### config.mk
export PLATFORM = sky130hd
export DESIGN_NAME = shift_add_multiplier
export DESIGN_NICKNAME = d
export VERILOG_FILES = /design/src/rtl/mult_pkg.sv /design/src/rtl/add_sub_ext.sv /design/src/rtl/shift_add_multiplier.sv
export SDC_FILE = /design/constraint.sdc
export NUM_CORES = 1
export LEC_CHECK = 0
export BUFFER_PORTS_ARGS = -buffer_cell sky130_fd_sc_hd__buf_2
export CAP_MARGIN = 20
export CORE_ASPECT_RATIO = 1.4
export CORE_MARGIN = 2
export CORE_UTILIZATION = 45
export DETAILED_ROUTE_END_ITERATION = 8
export PLACE_DENSITY = 0.65
export SLEW_MARGIN = 20
export SYNTH_ARGS = -nofsm -noshare
export SYNTH_HDL_FRONTEND = slang
export SYNTH_SLANG_ARGS = --single-unit
### constraint.sdc
create_clock -name Clk -period 3.2 [get_ports Clk]
set_clock_uncertainty 0.1 [all_clocks]
set_input_delay 0.32 -clock Clk [delete_from_list [all_inputs] [get_ports Clk]]
set_output_delay 0.32 -clock Clk [all_outputs]
set_load 0.01 [all_outputs]
### src/rtl/mult_pkg.sv
// -----------------------------------------------------------------------------
// mult_pkg
// Shared definitions for the shift/add multiplier:
//   mult_state_t - sequencer states (IDLE, ADD, SHIFT, DONE)
//   cnt_width()  - width of an iteration counter that must hold 0..width
// -----------------------------------------------------------------------------
package mult_pkg;

  typedef enum logic [1:0] {
    IDLE  = 2'd0,
    ADD   = 2'd1,
    SHIFT = 2'd2,
    DONE  = 2'd3
  } mult_state_t;

  // The counter has to reach the operand width itself, hence width + 1.
  function automatic int unsigned cnt_width(input int unsigned width);
    return $clog2(width + 32'd1);
  endfunction

endpackage

### src/rtl/add_sub_ext.sv
// -----------------------------------------------------------------------------
// add_sub_ext
// WIDTH+1-bit adder/subtractor. Both operands are extended by one bit before
// the operation, so the extra result bit is either a true sign (signed) or
// the carry out (unsigned).
// Ports:
//   i_a      - WIDTH-bit first operand
//   i_b      - WIDTH-bit second operand
//   i_sub    - 1: o_sum = a - b, 0: o_sum = a + b
//   i_signed - 1: sign-extend operands, 0: zero-extend operands
//   o_sum    - WIDTH+1-bit result
// -----------------------------------------------------------------------------
module add_sub_ext #(
  parameter int unsigned WIDTH = 8
) (
  input  logic [WIDTH-1:0] i_a,
  input  logic [WIDTH-1:0] i_b,
  input  logic             i_sub,
  input  logic             i_signed,
  output logic [WIDTH:0]   o_sum
);

  logic [WIDTH:0] w_a_ext;
  logic [WIDTH:0] w_b_ext;

  assign w_a_ext = {i_signed & i_a[WIDTH-1], i_a};
  assign w_b_ext = {i_signed & i_b[WIDTH-1], i_b};
  assign o_sum   = i_sub ? (w_a_ext - w_b_ext) : (w_a_ext + w_b_ext);

endmodule

### src/rtl/shift_add_multiplier.sv
// -----------------------------------------------------------------------------
// shift_add_multiplier
// Sequential WIDTH x WIDTH add/shift multiplier, signed or unsigned. The
// multiplier lives in B, the multiplicand is latched into Sreg at start, and
// the 2*WIDTH-bit product ends up in {A,B} with X as sign/carry extension.
// Each bit takes one ADD and one SHIFT cycle, so latency is fixed.
// Ports:
//   Clk          - system clock, rising edge
//   Reset        - synchronous active-high reset
//   Run          - level start request; must drop before a new start
//   ClearA_LoadB - B <= S, A <= 0, X <= 0 (only in IDLE or DONE)
//   S            - operand source
//   Aval         - register A (upper product half)
//   Bval         - register B (lower product half / multiplier)
//   X            - sign extension bit (SIGNED=1) or carry (SIGNED=0)
//   Done         - high while the result is being held
// -----------------------------------------------------------------------------
module shift_add_multiplier
  import mult_pkg::*;
#(
  parameter int unsigned WIDTH  = 8,
  parameter bit          SIGNED = 1'b1
) (
  input  logic             Clk,
  input  logic             Reset,
  input  logic             Run,
  input  logic             ClearA_LoadB,
  input  logic [WIDTH-1:0] S,
  output logic [WIDTH-1:0] Aval,
  output logic [WIDTH-1:0] Bval,
  output logic             X,
  output logic             Done
);

  localparam int unsigned CW = cnt_width(WIDTH);

  mult_state_t      r_state;
  mult_state_t      w_state_nxt;
  logic [WIDTH-1:0] r_a;
  logic [WIDTH-1:0] w_a_nxt;
  logic [WIDTH-1:0] r_b;
  logic [WIDTH-1:0] w_b_nxt;
  logic [WIDTH-1:0] r_sreg;
  logic [WIDTH-1:0] w_sreg_nxt;
  logic             r_x;
  logic             w_x_nxt;
  logic [CW-1:0]    r_count;
  logic [CW-1:0]    w_count_nxt;
  logic [CW-1:0]    w_count_inc;
  logic             w_sub;
  logic [WIDTH:0]   w_sum;

  assign w_count_inc = r_count + CW'(1);

  // The MSB of a two's-complement multiplier carries negative weight, so its
  // partial product is subtracted on the final iteration.
  assign w_sub = SIGNED && (r_count == CW'(WIDTH - 1));

  add_sub_ext #(
    .WIDTH (WIDTH)
  ) u_add_sub (
    .i_a      (r_a),
    .i_b      (r_sreg),
    .i_sub    (w_sub),
    .i_signed (SIGNED),
    .o_sum    (w_sum)
  );

  always_comb begin
    w_state_nxt = r_state;
    w_a_nxt     = r_a;
    w_b_nxt     = r_b;
    w_x_nxt     = r_x;
    w_sreg_nxt  = r_sreg;
    w_count_nxt = r_count;

    case (r_state)
      IDLE: begin
        if (ClearA_LoadB) begin
          w_b_nxt = S;
          w_a_nxt = '0;
          w_x_nxt = 1'b0;
        end else if (Run) begin
          // B is deliberately kept so results can be chained.
          w_sreg_nxt  = S;
          w_a_nxt     = '0;
          w_x_nxt     = 1'b0;
          w_count_nxt = '0;
          w_state_nxt = ADD;
        end
      end

      ADD: begin
        if (r_b[0]) begin
          {w_x_nxt, w_a_nxt} = w_sum;
        end
        w_state_nxt = SHIFT;
      end

      SHIFT: begin
        // Arithmetic shift keeps X (signed); logical shift clears it.
        w_x_nxt     = SIGNED ? r_x : 1'b0;
        w_a_nxt     = {r_x, r_a[WIDTH-1:1]};
        w_b_nxt     = {r_a[0], r_b[WIDTH-1:1]};
        w_count_nxt = w_count_inc;
        w_state_nxt = (w_count_inc == CW'(WIDTH)) ? DONE : ADD;
      end

      DONE: begin
        if (ClearA_LoadB) begin
          w_b_nxt = S;
          w_a_nxt = '0;
          w_x_nxt = 1'b0;
        end else if (!Run) begin
          w_state_nxt = IDLE;
        end
      end

      default: begin
        w_state_nxt = IDLE;
      end
    endcase
  end

  always_ff @(posedge Clk) begin
    if (Reset) begin
      r_state <= IDLE;
      r_a     <= '0;
      r_b     <= '0;
      r_x     <= 1'b0;
      r_sreg  <= '0;
      r_count <= '0;
    end else begin
      r_state <= w_state_nxt;
      r_a     <= w_a_nxt;
      r_b     <= w_b_nxt;
      r_x     <= w_x_nxt;
      r_sreg  <= w_sreg_nxt;
      r_count <= w_count_nxt;
    end
  end

  assign Aval = r_a;
  assign Bval = r_b;
  assign X    = r_x;
  assign Done = (r_state == DONE);

endmodule

Word level (Yosys, flattened, before mapping). Index checks and enable logic that the tools add are counted.

Add/sub/neg operators: 3. Equal/unequal tests: 13. Muxes and demuxes: 22. Bitwise operators: 2. Reductions and logical operators: 10.

Operators with widths (number): 8-bit 2-to-1 mux (5); 8-bit one-hot mux with 4 select lines (1); 8-bit one-hot mux with 2 select lines (1); 2-bit inequality test, second input constant (6); 2-bit 2-to-1 mux (5); 8-bit by 8-bit adder with 9-bit output (1); 9-bit 2-to-1 mux (1); 3-bit AND reduction (3); 8-bit by 8-bit subtractor with 9-bit output (1); 4-bit 2-to-1 mux (2); 2-bit one-hot mux with 4 select lines (1); 4-bit one-hot mux with 2 select lines (1); 4-bit AND reduction (2); 4-bit by 1-bit adder with 4-bit output, second input constant (1); 2-bit equality test, second input constant (2); 4-bit by 3-bit equality test with 1-bit output, second input constant (1); 4-bit equality test, second input constant (1); 1-bit 2-to-1 mux (4); 2-bit nonzero test (2); 3-bit inequality test, second input constant (1); 1-bit one-hot mux with 3 select lines (1); 2-bit by 1-bit equality test with 1-bit output, second input constant (1); 2-bit logical NOT (1); 2-bit by 1-bit inequality test with 1-bit output, second input constant (1); other kinds (3) (4).

Register bits: 31. Input bits: 12. Output and inout bits: 18.

Longest topological paths before layout.
Word-level depth: 4. Gate-level depth with buffers: 11. Gate-level depth less buffers: 10.

Modules after synthesis. From an unflattened synthesis, not the netlist that was laid out.

Cells, all modules: 239. Area, all modules: 2142.1 um^2.

Modules (own cells, without submodules): shift_add_multiplier (instances 1, cells an instance 166, area an instance 1587.8 um^2, sequential area each 620.6 um^2); add_sub_ext (instances 1, cells an instance 73, area an instance 554.3 um^2, sequential area each 0.0 um^2).

Worst setup path after synthesis. No wires, ideal clock.

Path kind: reg-to-reg. Start: register r_count[0]. End: register r_x, in the netlist X. Arrival: 2321 ps. Data required time: 2973 ps. Slack: 652 ps. Cell stages (with the launch flop): 12. Clock period less this slack: 2548 ps. Cells stage by stage: dfxtp_1 ha_1 and3b_1 buf_6 nor2_1 xnor2_1 ha_1 a211oi_1 o21ai_0 a31oi_1 nor4_1 or3_1.

Word-level cells in the longest chain between the ends: 4.

Ends and longest elaborated chain: from (decl) (RTL line shift_add_multiplier.sv:47) `logic [CW-1:0] r_count;`; from (signal assigned) (RTL line shift_add_multiplier.sv:139) `r_count <= w_count_nxt;`; 4-bit by 3-bit equality test with 1-bit output (RTL line shift_add_multiplier.sv:57) `assign w_sub = SIGNED && (r_count == CW'(WIDTH - 1));`; 9-bit 2-to-1 mux (RTL line add_sub_ext.sv:28) `assign o_sum = i_sub ? (w_a_ext - w_b_ext) : (w_a_ext + w_b_ext);`; 1-bit 2-to-1 mux (RTL line shift_add_multiplier.sv:94) `if (r_b[0]) begin`; 1-bit one-hot mux with 3 select lines (RTL line shift_add_multiplier.sv:77) `case (r_state)`; to (signal assigned) (RTL line shift_add_multiplier.sv:137) `r_x <= w_x_nxt;`; to (decl) (RTL line shift_add_multiplier.sv:45) `logic r_x;`.

No other way between the ends. The select of a mux whose other input is x is not followed. A chain may end at the register's enable or synchronous reset.

Final worst setup path. Same ends and word-level chain as after synthesis.

==> results_dict.tcl <==
set metrics [dict create \
    pwr-share-seq 0.321 \
    cp.required_ns 3.28 \
    switching_share 0.367 \
    ir_drop_mv 0.310 \
    max_freq_ghz 0.361 \
    insertion_delay_ns 0.29 \
    yosysUniqueCellTypes 47 \
    post_cts.repair.setup_buffers 0 \
    grt_pass1_wl_um 7620 \
    finalHoldViolCount 0 \
    hpwl_um 3500 \
    io_pins 30 \
    crit_path_top_delay_cell "fa_1" \
    cap_violations 0 \
    die_y_um 82.7 \
    start_util 0.469 \
    power_density_nw_per_um2 653 \
    clockRootBuffer "clkbuf_8" \
    htree_levels 2 \
    antenna_found_initial 0 \
    critPathBufInv 0 \
    area_growth_pct 15.1 \
    remaining_drc_errors 0 \
    synth_mux_area_frac 0.0962 \
    clkTransAtPathRegs_ns 0.07 \
    drive_above_1_share 0.165 \
    cts_sinks 31 \
    stdcell_area_um2 2290 \
    slew_headroom 0.549 \
    startpoint "r_count[0]" \
    vias 1751 \
    worst_pin_slew_ns 0.670 \
    die_x_um 60.2 \
    firstDrtPassIters 4 \
    rsz0062_at_grt "no" \
    synthCells 233 \
    cts_made_buffers 5 \
    place_area_um2 2170 \
    post_cts_resized 0 \
    core_um2 4240 \
    cts_hold_buf 0 \
    setup_tns_ns 0 \
    status "complete, no violations" \
    rr_startpoint "r_count[0]" \
    final_core_util 0.540 \
    layout_common_cells "31 x dfxtp_1, 29 x buf_2, 26 x nor2_1" \
    hp-start "S[4]" \
    synthSimpleGateAreaFrac 0.211 \
    layout_commonest_cell "dfxtp_1" \
    antenna_cells 0 \
    port_buffers 29 \
    fin_crit_ns 2.77 \
    routed_wl_um 4580 \
    syn_area_per_cell_um2 8.54 \
    layout.nets 288 \
    grt_pass1_vias 1676 \
    layout.cells.non_filler 321 \
    grt_usage 0.207 \
    critPathKind "reg -> reg" \
    synth-main-ff-cell "dfxtp_1" \
    fin_crit_sh 0.865 \
    grt_overflow 0 \
    num_rows 28 \
    ys_ff_latch 31 \
    placedCellCount 313 \
    crit_family "compound AO/OA/AOI/OAI gates" \
    cp_max_fo 5 \
    synth-async-reset-ratio 0 \
    cts_tree "done" \
    fin_hold_ws_ns 0.177 \
    slew_violations 0 \
    drt_iter0_markers 48 \
    wl_per_cell_um 14.3 \
    setup_violations 0 \
    p_comb_frac 0.406 \
    dieArea_um2 4980 \
    r2r_setup_slack_ns 0.43 \
    hp-class "in -> reg" \
    slowest_delay_ns 0.46 \
    crit_arrival_ns 2.85 \
    synth_edf_count 0 \
    power.leakage_nw 1.01 \
    synthXorXnorAreaFrac 0.0484 \
    final_antenna_net_count 0 \
    cp-start-kind "flip-flop" \
    synth_fa_ha_area_frac 0.104 \
    synth.yosys.seq_area_share 0.312 \
    synth_top_family_by_area "simple AND/OR/NAND/NOR gates" \
    max-clock-path-buffers 2 \
    yosysWarnings 0 \
    grt_max_degree 33 \
    net-switching-power_mw 0.549 \
    synth_compound_area_frac 0.192 \
    end_kind "flip-flop" \
    crit_chain "ha_1 -> nand3b_1 -> mux2i_1 -> fa_1 -> a211oi_1 -> o21ai_0 -> a31oi_1 -> nor4_1 -> or3_1" \
    synth_fp_nets 261 \
    gp_congestion 0.792 \
    power.internal_mw 0.947 \
    synth.cell_area_um2 1990 \
    avgViaCountPerCell 5.45 \
    pwr-share-clk 0.273 \
]
## area by class of cell
class / instances / area (um^2)
Clock inverter: 2 / 35.0
Multi-Input combinational cell: 185 / 1300
Timing Repair Buffer: 30 / 153
Inverter: 7 / 26.3
Sequential cell: 31 / 621
Clock buffer: 6 / 82.6
Fill cell: 407 / 1950
Tap cell: 60 / 75.1
## worst paths after layout
path	to	cells past startpoint
worst min-delay path	r_sreg[4]	3
worst min register to register	Aval[2]	2
worst max-delay path	X	9
worst max register to register	X	9
## cells by family after synthesis
logic type | Yosys count
AO/OA/AOI/OAI | 58
XOR/XNOR | 11
adder cells (fa/ha/maj) | 16
buffers and inverters | 17
flip-flops | 31
multiplexers | 19
AND/OR/NAND/NOR | 81
## worst reg2reg max path: cells and delay by family (launching register included)
| kind | cells | cell delay (ns) |
|---|---|---|
| simple gates | 3 | 0.53 |
| flops | 1 | 0.39 |
| compound gates | 3 | 0.76 |
| mux | 1 | 0.20 |
| fa+ha+maj | 2 | 0.68 |
## layer usage
layer,GRT usage,routed length (um)
met5,0,0
met4,0.0867,61
met3,0.0483,184
met2,0.374,2400
met1,0.227,1930
## Yosys cell counts, types with 3 or more instances
master	count	area share
dfxtp_1	31	0.31
nor2_1	26	0.049
mux2i_1	18	0.091
a21oi_1	17	0.043
ha_1	15	0.094
nand2_1	12	0.023
a211oi_1	10	0.038
o21ai_0	10	0.025
clkbuf_1	9	0.017
xnor2_1	8	0.035
inv_1	7	0.013
nand3_1	6	0.015
nor2b_1	5	0.016
and3_1	4	0.013
nand3b_1	4	0.015
nor3_1	4	0.010
and2_1	3	0.0094
nand2b_1	3	0.0094
nor4_1	3	0.0094
o22ai_1	3	0.0094
or3_1	3	0.0094
xor2_1	3	0.013
## power groups by stage
stage                     registers, mW  logic, mW  clock network [mW]
after floorplan                   0.493      0.454                   0
after global placement            0.488      0.606                   0
after detailed placement          0.489      0.608                   0
after CTS                         0.481      0.611               0.417
after global routing              0.489      0.680               0.429
final                             0.480      0.608               0.408
## flip-flops by register name, summed over array words and instances (netlist names)
| signal | cells |
|---|---|
| Aval | 8 |
| r_sreg | 8 |
| r_state | 2 |
| Bval | 8 |
| X | 1 |
| r_count | 4 |
## through the flow
| step | setup slack (ns) | power [mW] |
|---|---|---|
| finish | 0.431 | 1.50 |
| detailed placement | 0.432 | 1.10 |
| global placement | 0.504 | 1.09 |
| floorplan | 0.652 | 0.948 |
| global route | 0.215 | 1.60 |
| CTS | 0.431 | 1.51 |
No activity file was read; power rests on OpenSTA's default activity.
